[config.mk]
export PLATFORM = sky130hd
export DESIGN_NAME = ld_st_seq
export DESIGN_NICKNAME = d
export VERILOG_FILES = /design/src/rtl/ld_st_seq.sv
export SDC_FILE = /design/constraint.sdc
export NUM_CORES = 1
export LEC_CHECK = 0
export CAP_MARGIN = 10
export CORE_ASPECT_RATIO = 0.5
export CORE_MARGIN = 5
export CORE_UTILIZATION = 50
export DETAILED_ROUTE_END_ITERATION = 12
export DONT_BUFFER_PORTS = 1
export PLACE_DENSITY_LB_ADDON = 0.25
export SETUP_SLACK_MARGIN = 0.3
export SLEW_MARGIN = 30
export SYNTH_ARGS = -nofsm -noshare
export SYNTH_HDL_FRONTEND = slang
export SYNTH_SLANG_ARGS = --single-unit
export TNS_END_PERCENT = 10
[constraint.sdc]
create_clock -name clk -period 3.26 [get_ports clk]
set_clock_uncertainty 0.15 [all_clocks]
set_input_delay 0.652 -clock clk [delete_from_list [all_inputs] [get_ports clk]]
set_output_delay 0.652 -clock clk [all_outputs]
set_load 0.02 [all_outputs]
[src/rtl/ld_st_seq.sv]
// Load/store sequencer: captures one LSU op, drives DTLB translation, issues the
// dcache request under ready/valid and retires on store drain, load response, fault or watchdog.
module ld_st_seq #(
    parameter int unsigned ST_DRAIN_CYC = 4,
    parameter int unsigned TRNS_TIMEOUT = 16,
    parameter int unsigned LD_TIMEOUT   = 64,
    parameter int unsigned TAG_W        = 3
) (
    input  logic             clk,
    input  logic             rst,
    input  logic             is_store_i,
    input  logic             is_load_i,
    input  logic [TAG_W-1:0] op_tag_i,
    input  logic             kill_mem_op_i,
    input  logic             dtlb_hit_i,
    input  logic             dtlb_fault_i,
    input  logic             mem_req_rdy_i,
    input  logic             ld_resp_valid_i,
    input  logic [TAG_W-1:0] ld_resp_tag_i,
    output logic             trns_req_o,
    output logic             trns_ena_o,
    output logic             mem_req_valid_o,
    output logic             mem_req_is_st_o,
    output logic [TAG_W-1:0] mem_req_tag_o,
    output logic             str_rdy_o,
    output logic             dmem_lock_o,
    output logic             done_o,
    output logic             fault_o,
    output logic             timeout_o
);

    localparam int unsigned CNT_W  = $clog2(ST_DRAIN_CYC + 1);
    localparam int unsigned WDOG_W = 16;

    localparam logic [2:0] S_IDLE      = 3'd0;
    localparam logic [2:0] S_TRNS      = 3'd1;
    localparam logic [2:0] S_TRNS_WAIT = 3'd2;
    localparam logic [2:0] S_MEM_REQ   = 3'd3;
    localparam logic [2:0] S_ST_DRAIN  = 3'd4;
    localparam logic [2:0] S_WAIT_LD   = 3'd5;
    localparam logic [2:0] S_DRAIN_LD  = 3'd6;
    localparam logic [2:0] S_FAULT     = 3'd7;

    logic [2:0]        state_q, state_d;
    logic [WDOG_W-1:0] wdog_q, wdog_d;
    logic [CNT_W-1:0]  cnt_q, cnt_d;
    logic              is_st_q, is_st_d;
    logic [TAG_W-1:0]  tag_q, tag_d;
    logic              done_d, timeout_d;
    logic              trns_req_q, trns_ena_q, valid_q, str_rdy_q, lock_q;
    logic              done_q, fault_q, timeout_q;
    logic              resp_match;
    logic              trns_expired, ld_expired;

    assign resp_match   = ld_resp_valid_i && (ld_resp_tag_i == tag_q);
    assign trns_expired = (wdog_q == WDOG_W'(TRNS_TIMEOUT - 1));
    assign ld_expired   = (wdog_q == WDOG_W'(LD_TIMEOUT - 1));

    // Next-state, capture and retirement decisions.
    always_comb begin
        state_d   = state_q;
        is_st_d   = is_st_q;
        tag_d     = tag_q;
        cnt_d     = cnt_q;
        wdog_d    = wdog_q;
        done_d    = 1'b0;
        timeout_d = 1'b0;
        case (state_q)
            S_IDLE: begin
                if (!kill_mem_op_i && (is_store_i || is_load_i)) begin
                    is_st_d = is_store_i;
                    tag_d   = op_tag_i;
                    state_d = S_TRNS;
                end
            end
            S_TRNS:      state_d = kill_mem_op_i ? S_IDLE : S_TRNS_WAIT;
            S_TRNS_WAIT: begin
                if (kill_mem_op_i)     state_d = S_IDLE;
                else if (dtlb_fault_i) state_d = S_FAULT;
                else if (dtlb_hit_i)   state_d = S_MEM_REQ;
                else if (trns_expired) begin
                    timeout_d = 1'b1;
                    state_d   = S_IDLE;
                end
            end
            S_MEM_REQ: begin
                // A completed handshake commits the op even if kill arrives with it.
                if (mem_req_rdy_i)      state_d = is_st_q ? S_ST_DRAIN : S_WAIT_LD;
                else if (kill_mem_op_i) state_d = S_IDLE;
            end
            S_ST_DRAIN: begin
                if (cnt_q == CNT_W'(ST_DRAIN_CYC - 1)) begin
                    done_d  = 1'b1;
                    state_d = S_IDLE;
                end else begin
                    cnt_d = cnt_q + CNT_W'(1);
                end
            end
            S_WAIT_LD: begin
                if (resp_match) begin
                    done_d  = 1'b1;
                    state_d = S_IDLE;
                end else if (ld_expired) begin
                    timeout_d = 1'b1;
                    state_d   = S_IDLE;
                end else if (kill_mem_op_i) begin
                    state_d = S_DRAIN_LD;
                end
            end
            S_DRAIN_LD: begin
                if (resp_match) begin
                    state_d = S_IDLE;
                end else if (ld_expired) begin
                    timeout_d = 1'b1;
                    state_d   = S_IDLE;
                end
            end
            S_FAULT:     state_d = S_IDLE;
            default:     state_d = S_IDLE;
        endcase
        // Watchdog and drain counter restart on every state entry.
        if (state_d != state_q) begin
            wdog_d = '0;
            cnt_d  = '0;
        end else if (!(&wdog_q)) begin
            wdog_d = wdog_q + WDOG_W'(1);
        end
    end

    // Outputs are decoded from the next state so they line up with the state register.
    always_ff @(posedge clk) begin
        if (!rst) begin
            state_q    <= S_IDLE;
            wdog_q     <= '0;
            cnt_q      <= '0;
            is_st_q    <= 1'b0;
            tag_q      <= '0;
            trns_req_q <= 1'b0;
            trns_ena_q <= 1'b0;
            valid_q    <= 1'b0;
            str_rdy_q  <= 1'b0;
            lock_q     <= 1'b0;
            done_q     <= 1'b0;
            fault_q    <= 1'b0;
            timeout_q  <= 1'b0;
        end else begin
            state_q    <= state_d;
            wdog_q     <= wdog_d;
            cnt_q      <= cnt_d;
            is_st_q    <= is_st_d;
            tag_q      <= tag_d;
            trns_req_q <= (state_d == S_TRNS);
            trns_ena_q <= (state_d == S_TRNS) || (state_d == S_TRNS_WAIT);
            valid_q    <= (state_d == S_MEM_REQ);
            str_rdy_q  <= (state_d == S_ST_DRAIN);
            lock_q     <= (state_d != S_IDLE);
            done_q     <= done_d;
            fault_q    <= (state_d == S_FAULT);
            timeout_q  <= timeout_d;
        end
    end

    assign trns_req_o      = trns_req_q;
    assign trns_ena_o      = trns_ena_q;
    assign mem_req_valid_o = valid_q;
    assign mem_req_is_st_o = is_st_q;
    assign mem_req_tag_o   = tag_q;
    assign str_rdy_o       = str_rdy_q;
    assign dmem_lock_o     = lock_q;
    assign done_o          = done_q;
    assign fault_o         = fault_q;
    assign timeout_o       = timeout_q;

endmodule

==> results of run 1 <==
## per-layer routing
layer | vias up | GRT usage, % | share of wire [%]
li1 | 790 | - | -
met1 | 709 | 19.7 | 47
met2 | 42 | 28.9 | 45
met3 | 7 | 6.86 | 6.2
met4 | 0 | 8.74 | 2.0
met5 | - | 0 | 0
## kinds of logic (layout without fill, tap and decap cells)
group           count (synthesis)  in the layout  share of synthesized area, %
buf+inv                        17             17                          4.08
fa+ha+maj                       3              3                          1.94
xor+xnor                       15             15                          6.80
simple gates                  106            106                          37.4
flops                          34             34                          35.2
compound gates                 23             23                          7.77
mux                            13             13                          6.80
## path summary, 6_finish.rpt
kind,start,cells after the start,to
setup / recovery,wdog_q[0],6,wdog_q[15]
setup reg to reg,wdog_q[0],6,wdog_q[15]
hold / removal,op_tag_i[0],2,mem_req_tag_o[0]
hold reg to reg,cnt_q[2],2,cnt_q[2]
## per-stage QoR
stage | area, um2 | total power, mW | utilization (%) | std cells | worst slack, ns
after CTS | 2080 | 0.914 | 54.4 | 265 | 0.833
after global routing | 2080 | 0.943 | 54.4 | 265 | 0.641
after detailed placement | 1970 | 0.516 | 51.4 | 257 | 0.826
after floorplan | 1930 | 0.506 | - | 211 | 0.797
after global placement | 1970 | 0.514 | 51.4 | 257 | 0.884
final | 2080 | 0.908 | 54.4 | 265 | 0.838
## power by group through the flow
stage	registers, mW	clock network [mW]	logic [mW]
detailed placement	0.453	0	0.0632
global route	0.445	0.428	0.0705
floorplan	0.448	0	0.0577
global placement	0.453	0	0.0614
finish	0.443	0.401	0.0633
CTS	0.443	0.407	0.0634
## final cells by class
class,instances,area (um2),share of cell area (%)
clock inverters,3,45.0,2.16
multi-input cells,160,1170,56.4
inverters,6,22.5,1.08
clock buffers,5,68.8,3.31
well taps,54,67.6,3.25
flip-flops and latches,34,681,32.7
repair buffers,3,22.5,1.08
## state kept, by name, indices dropped and copies added, names as in the netlist, 3 cells and up
register,count
cnt_q,3
mem_req_tag_o,3
state_q,3
wdog_q,16
## cell usage after synthesis (2+ instances only)
cell       n  area share (%)
nor2_1    19             3.7
nor3b_1    2            0.78
a21oi_1    9             2.3
nand2_1   15             2.9
ha_1       3             1.9
a211oi_1   2            0.78
inv_1      6             1.2
nor4_1    16             5.2
dfxtp_1   34              35
buf_2      3            0.78
nor4_2    11             7.1
nand3_1    8             2.1
nand2b_1   2            0.65
or3b_2     2            0.91
o21ai_0    3            0.78
xnor2_1   13             5.9
nor3_1     5             1.3
clkbuf_1   6             1.2
or4_4      2             1.2
a311oi_1   2            0.91
nand4_1    5             1.6
and3_1     2            0.65
mux2i_1   12             6.2
xor2_1     2            0.91
or3_1      3            0.97
nor4_4     2             2.2
## critical path, delay by kind of cell (launching register included)
family                   cells  cell delay, ns
multiplexers                 1            0.28
adder cells (fa/ha/maj)      1            0.22
flip-flops                   1            0.38
AND/OR/NAND/NOR              3            1.16
AO/OA/AOI/OAI                1            0.14
## layout by cell type, fill, tap and decap left out, types with 3 or more instances in the layout
master	count
nor4_2	11
nand3_1	8
nor2_1	19
dfxtp_1	34
clkbuf_8	5
nor4_1	16
o21ai_0	3
ha_1	3
mux2i_1	12
nor3_1	5
xnor2_1	13
nand2_1	15
or3_1	3
a21oi_1	9
nand4_1	5
inv_1	6
buf_4	3
==> reports/metrics.cfg, run 1 <==
[critical_path]
required_ns = 3.32
path_cells = ha_1 -> nand2_1 -> nor4_2 -> a21oi_1 -> mux2_2 -> nor4_1
worstSetupEndpointType = register
critPathSlowestCell = nor4_2
cp_max_fo = 10
worst-r2r-setup-slack_ns = 0.84
arrival_ns = 2.48
critPathKind = register to register
start_kind = register
cp_slowest_stage_delay_ns = 0.85

[finish]
fillers = 372
diodes = 0
syn2layout_area_growth_pct = 7.64
fin_nets = 228
final_layout_size_suffix_gt1_share_pct = 16.6

[yosys]
synth_edf_count = 0
netlist_instances = 211
avgSynthCellArea_um2 = 9.16
syn_nets = 229
ys_ff_latch = 34
synth_area_um2 = 1930
synth_ff_type = dfxtp_1
synth_cell_types = 48
yosysWarnings = 0
seq_area_frac_synth_pct = 35.2
async_reset_ff_share_pct = 0

[place]
io_buffers = 0
gp_congestion = 0.894
dp_hpwl_um = 2830

[clock_network]
clk_pin_slew_ns = 0.08
numCtsBuffers = 5
cts_hold_buf = 0
cts_resized = 0
insertion_delay_ns = 0.30
cts_buffer_depth = 2
clock_sinks = 34
h-tree-depth = 2
cts_root_buf = clkbuf_8
postCtsSetupRepairBufs = 0
tritoncts = built

[global_routing]
overflow = 0
grt_max_degree = 20
grt_first_pass_wirelength_um = 7160
grt_pass1_vias = 1556
antenna_found_initial = 0
grt_usage_pct = 17.2

[timing]
post-route-min-period_ns = 2.42
slew_violations = 0
rsz0062_at_grt = false
tightest_slew_ns = 0.924
fin_crit_sh_pct = 74.3
finalHoldViolations = 0
fmax_ghz = 0.413
whs_ns = 0.347
timing.setup.tns_ns = 0
slew_headroom_pct = 37.9
finalSetupViolations = 0

[detailed_routing]
routed_wl_um = 4080
ant_nets = 0
via_count = 1548
wl_per_cell_um = 15.4
vias_per_cell = 5.84
drtIter0Drc = 82
route.detailed.drc = 0
dr.pass1.iters = 4

[floorplan]
coreArea_um2 = 3820
die_h_um = 54.0
start_util_pct = 50.6
dieArea_um2 = 5290
die_w_um = 97.9
rows = 16
ios = 27

[pwr]
switchingPower_uw = 229
seqPwrFrac_pct = 48.8
pwr-share-clk_pct = 44.2
p_comb_share_pct = 7.0
ir_drop_mv = 0.198
p_int_uw = 679
leakagePower_nw = 0.651
p_per_area_nw_per_um2 = 436
p_sw_share_pct = 25.3

[status]
status = finished clean

[worst_hold_path]
min_path_type = input port to register

[run]
drv_cap = 0

No activity file was read; power rests on OpenSTA's default activity.
==> run 2, diff against run 1 <==
==> constraint.sdc (replaced) <==
create_clock -name clk -period 2.2 [get_ports clk]
set_clock_uncertainty 0.15 [all_clocks]
set_input_delay 0.44 -clock clk [delete_from_list [all_inputs] [get_ports clk]]
set_output_delay 0.44 -clock clk [all_outputs]
set_load 0.02 [all_outputs]
==> reports/metrics.cfg, run 2 (synthesis gave the netlist of run 1 again) <==
[status]
status = finished, violations left
violations = setup timing

[critical_path]
crit_start = wdog_q[15]
critPathKind = register to register
rr_endpoint = wdog_q[15]
cp_max_fo = 19
start_kind = register
timing.rr.start = wdog_q[15]
arrival_ns = 2.29
worstSetupEndpointType = register
worst-r2r-cell-count = 7
worst-r2r-setup-slack_ns = -0.06
required_ns = 2.23

[timing]
post-route-min-period_ns = 2.26
fmax_ghz = 0.442
rsz0062_at_grt = true
slew_headroom_pct = 69.0
slew_violations = 0
timing.setup.tns_ns = -0.972
setup_ws_ns = -0.0637
tightest_slew_ns = 0.460
fin_crit_sh_pct = 103
finalHoldViolations = 0
finalSetupViolations = 21

[detailed_routing]
vias_per_cell = 5.87
via_count = 1780
wl_per_cell_um = 15.6
drtIter0Drc = 72
dr.pass1.iters = 4
route.detailed.drc = 0
routed_wl_um = 4710
ant_nets = 0

[global_routing]
antenna_found_initial = 0
grt_pass1_vias = 1707
grt_max_degree = 20
grt_first_pass_wirelength_um = 7870
overflow = 0
grt_usage_pct = 19.1

[finish]
fillers = 318
layout_common_cells = 38 x buf_4, 31 x dfxtp_1, 19 x nor2_1
final_layout_size_suffix_gt1_share_pct = 32.5
final_cells = 303
diodes = 0
mostFrequentLayoutCell = buf_4
top_register = wdog_q
syn2layout_area_growth_pct = 26.5
fin_nets = 266
largest_reg_flops = 16

[floorplan]
die_w_um = 97.9
rows = 16
dieArea_um2 = 5290
start_util_pct = 50.6
coreArea_um2 = 3820
die_h_um = 54.0
ios = 27

[clock_network]
clock_sinks = 34
insertion_delay_ns = 0.30
h-tree-depth = 2
tritoncts = built
cts_buffer_depth = 2
cts_root_buf = clkbuf_8
cts_hold_buf = 0
numCtsBuffers = 5
clk_pin_slew_ns = 0.07

[place]
dp_hpwl_um = 3430
gp_congestion = 0.898
dp_cells = 294
io_buffers = 0

[pwr]
total_power_mw = 1.34
ir_drop_mv = 0.263
leakagePower_nw = 0.867
p_per_area_nw_per_um2 = 547

[worst_hold_path]
hold_end = mem_req_tag_o[1]
hold_depth = 2
min_path_type = input port to register
hold_start = op_tag_i[1]

[run]
drv_cap = 0

## run 2: area by class of cell
cell class / count / area [um2] / area share, %
Multi-Input combinational cell: 160 / 1220 / 49.7
Sequential cell: 34 / 684 / 28.0
Timing Repair Buffer: 41 / 345 / 14.1
Clock buffer: 8 / 110 / 4.50
Tap cell: 54 / 67.6 / 2.76
Inverter: 6 / 22.5 / 0.921
## run 2: critical path: stages, from the launching register on
cell,delay [ns]
dfxtp_2,0.32
or4_4,0.56
nor4_4,0.35
buf_4,0.19
nor4_4,0.05
nor3b_4,0.24
buf_12,0.20
nor4_1,0.07
## run 2: worst max path at each step
| stage | end | cells after the start |
|---|---|---|
| floorplan | wdog_q[2] | 6 |
| global placement | trns_ena_o | 5 |
| detailed placement | dmem_lock_o | 6 |
| CTS | trns_ena_o | 5 |
| global route | wdog_q[10] | 7 |
| finish | wdog_q[15] | 7 |
## run 2: stage by stage
| stage | utilization [%] | area [um2] | setup slack [ns] | hold WS, ns |
|---|---|---|---|---|
| floorplan | - | 1970 | -0.102 | 0.343 |
| global placement | 60.3 | 2300 | -0.0133 | 0.357 |
| detailed placement | 60.3 | 2300 | -0.0866 | 0.363 |
| CTS | 63.6 | 2430 | -0.102 | 0.145 |
| global route | 64.0 | 2450 | -0.155 | 0.146 |
| finish | 64.0 | 2450 | -0.0637 | 0.143 |
## run 2: power by group
part           internal, mW  switching, mW  leakage [nW]  total, mW
logic                0.0660         0.0782         0.533      0.144
clock network         0.316          0.234        0.0575      0.550
registers             0.630         0.0147         0.277      0.645
## run 2: timing repair
item	in CTS	in global routing
gates cloned	0	0
setup endpoints to repair	28	28
setup buffers	0	1
pin swaps	3	5
endpoints found under the hold margin	0	0
resized for setup	3	3
## run 2: layer usage
layer | routed length, um | GRT usage (%)
met1 | 2050 | 21.5
met2 | 2250 | 34.1
met3 | 339 | 5.82
met4 | 79 | 9.66
met5 | 0 | 0
==> run 3, diff against run 2 <==
--- a/config.mk
+++ b/config.mk
@@ -13,7 +13,7 @@
 export DONT_BUFFER_PORTS = 1
 export PLACE_DENSITY_LB_ADDON = 0.25
 export SETUP_SLACK_MARGIN = 0.3
-export SLEW_MARGIN = 30
+export SLEW_MARGIN = 20
 export SYNTH_ARGS = -nofsm -noshare
 export SYNTH_HDL_FRONTEND = slang
 export SYNTH_SLANG_ARGS = --single-unit
==> results of run 3 <==
Final layout, timing and power as in run 2 (identical DEF).
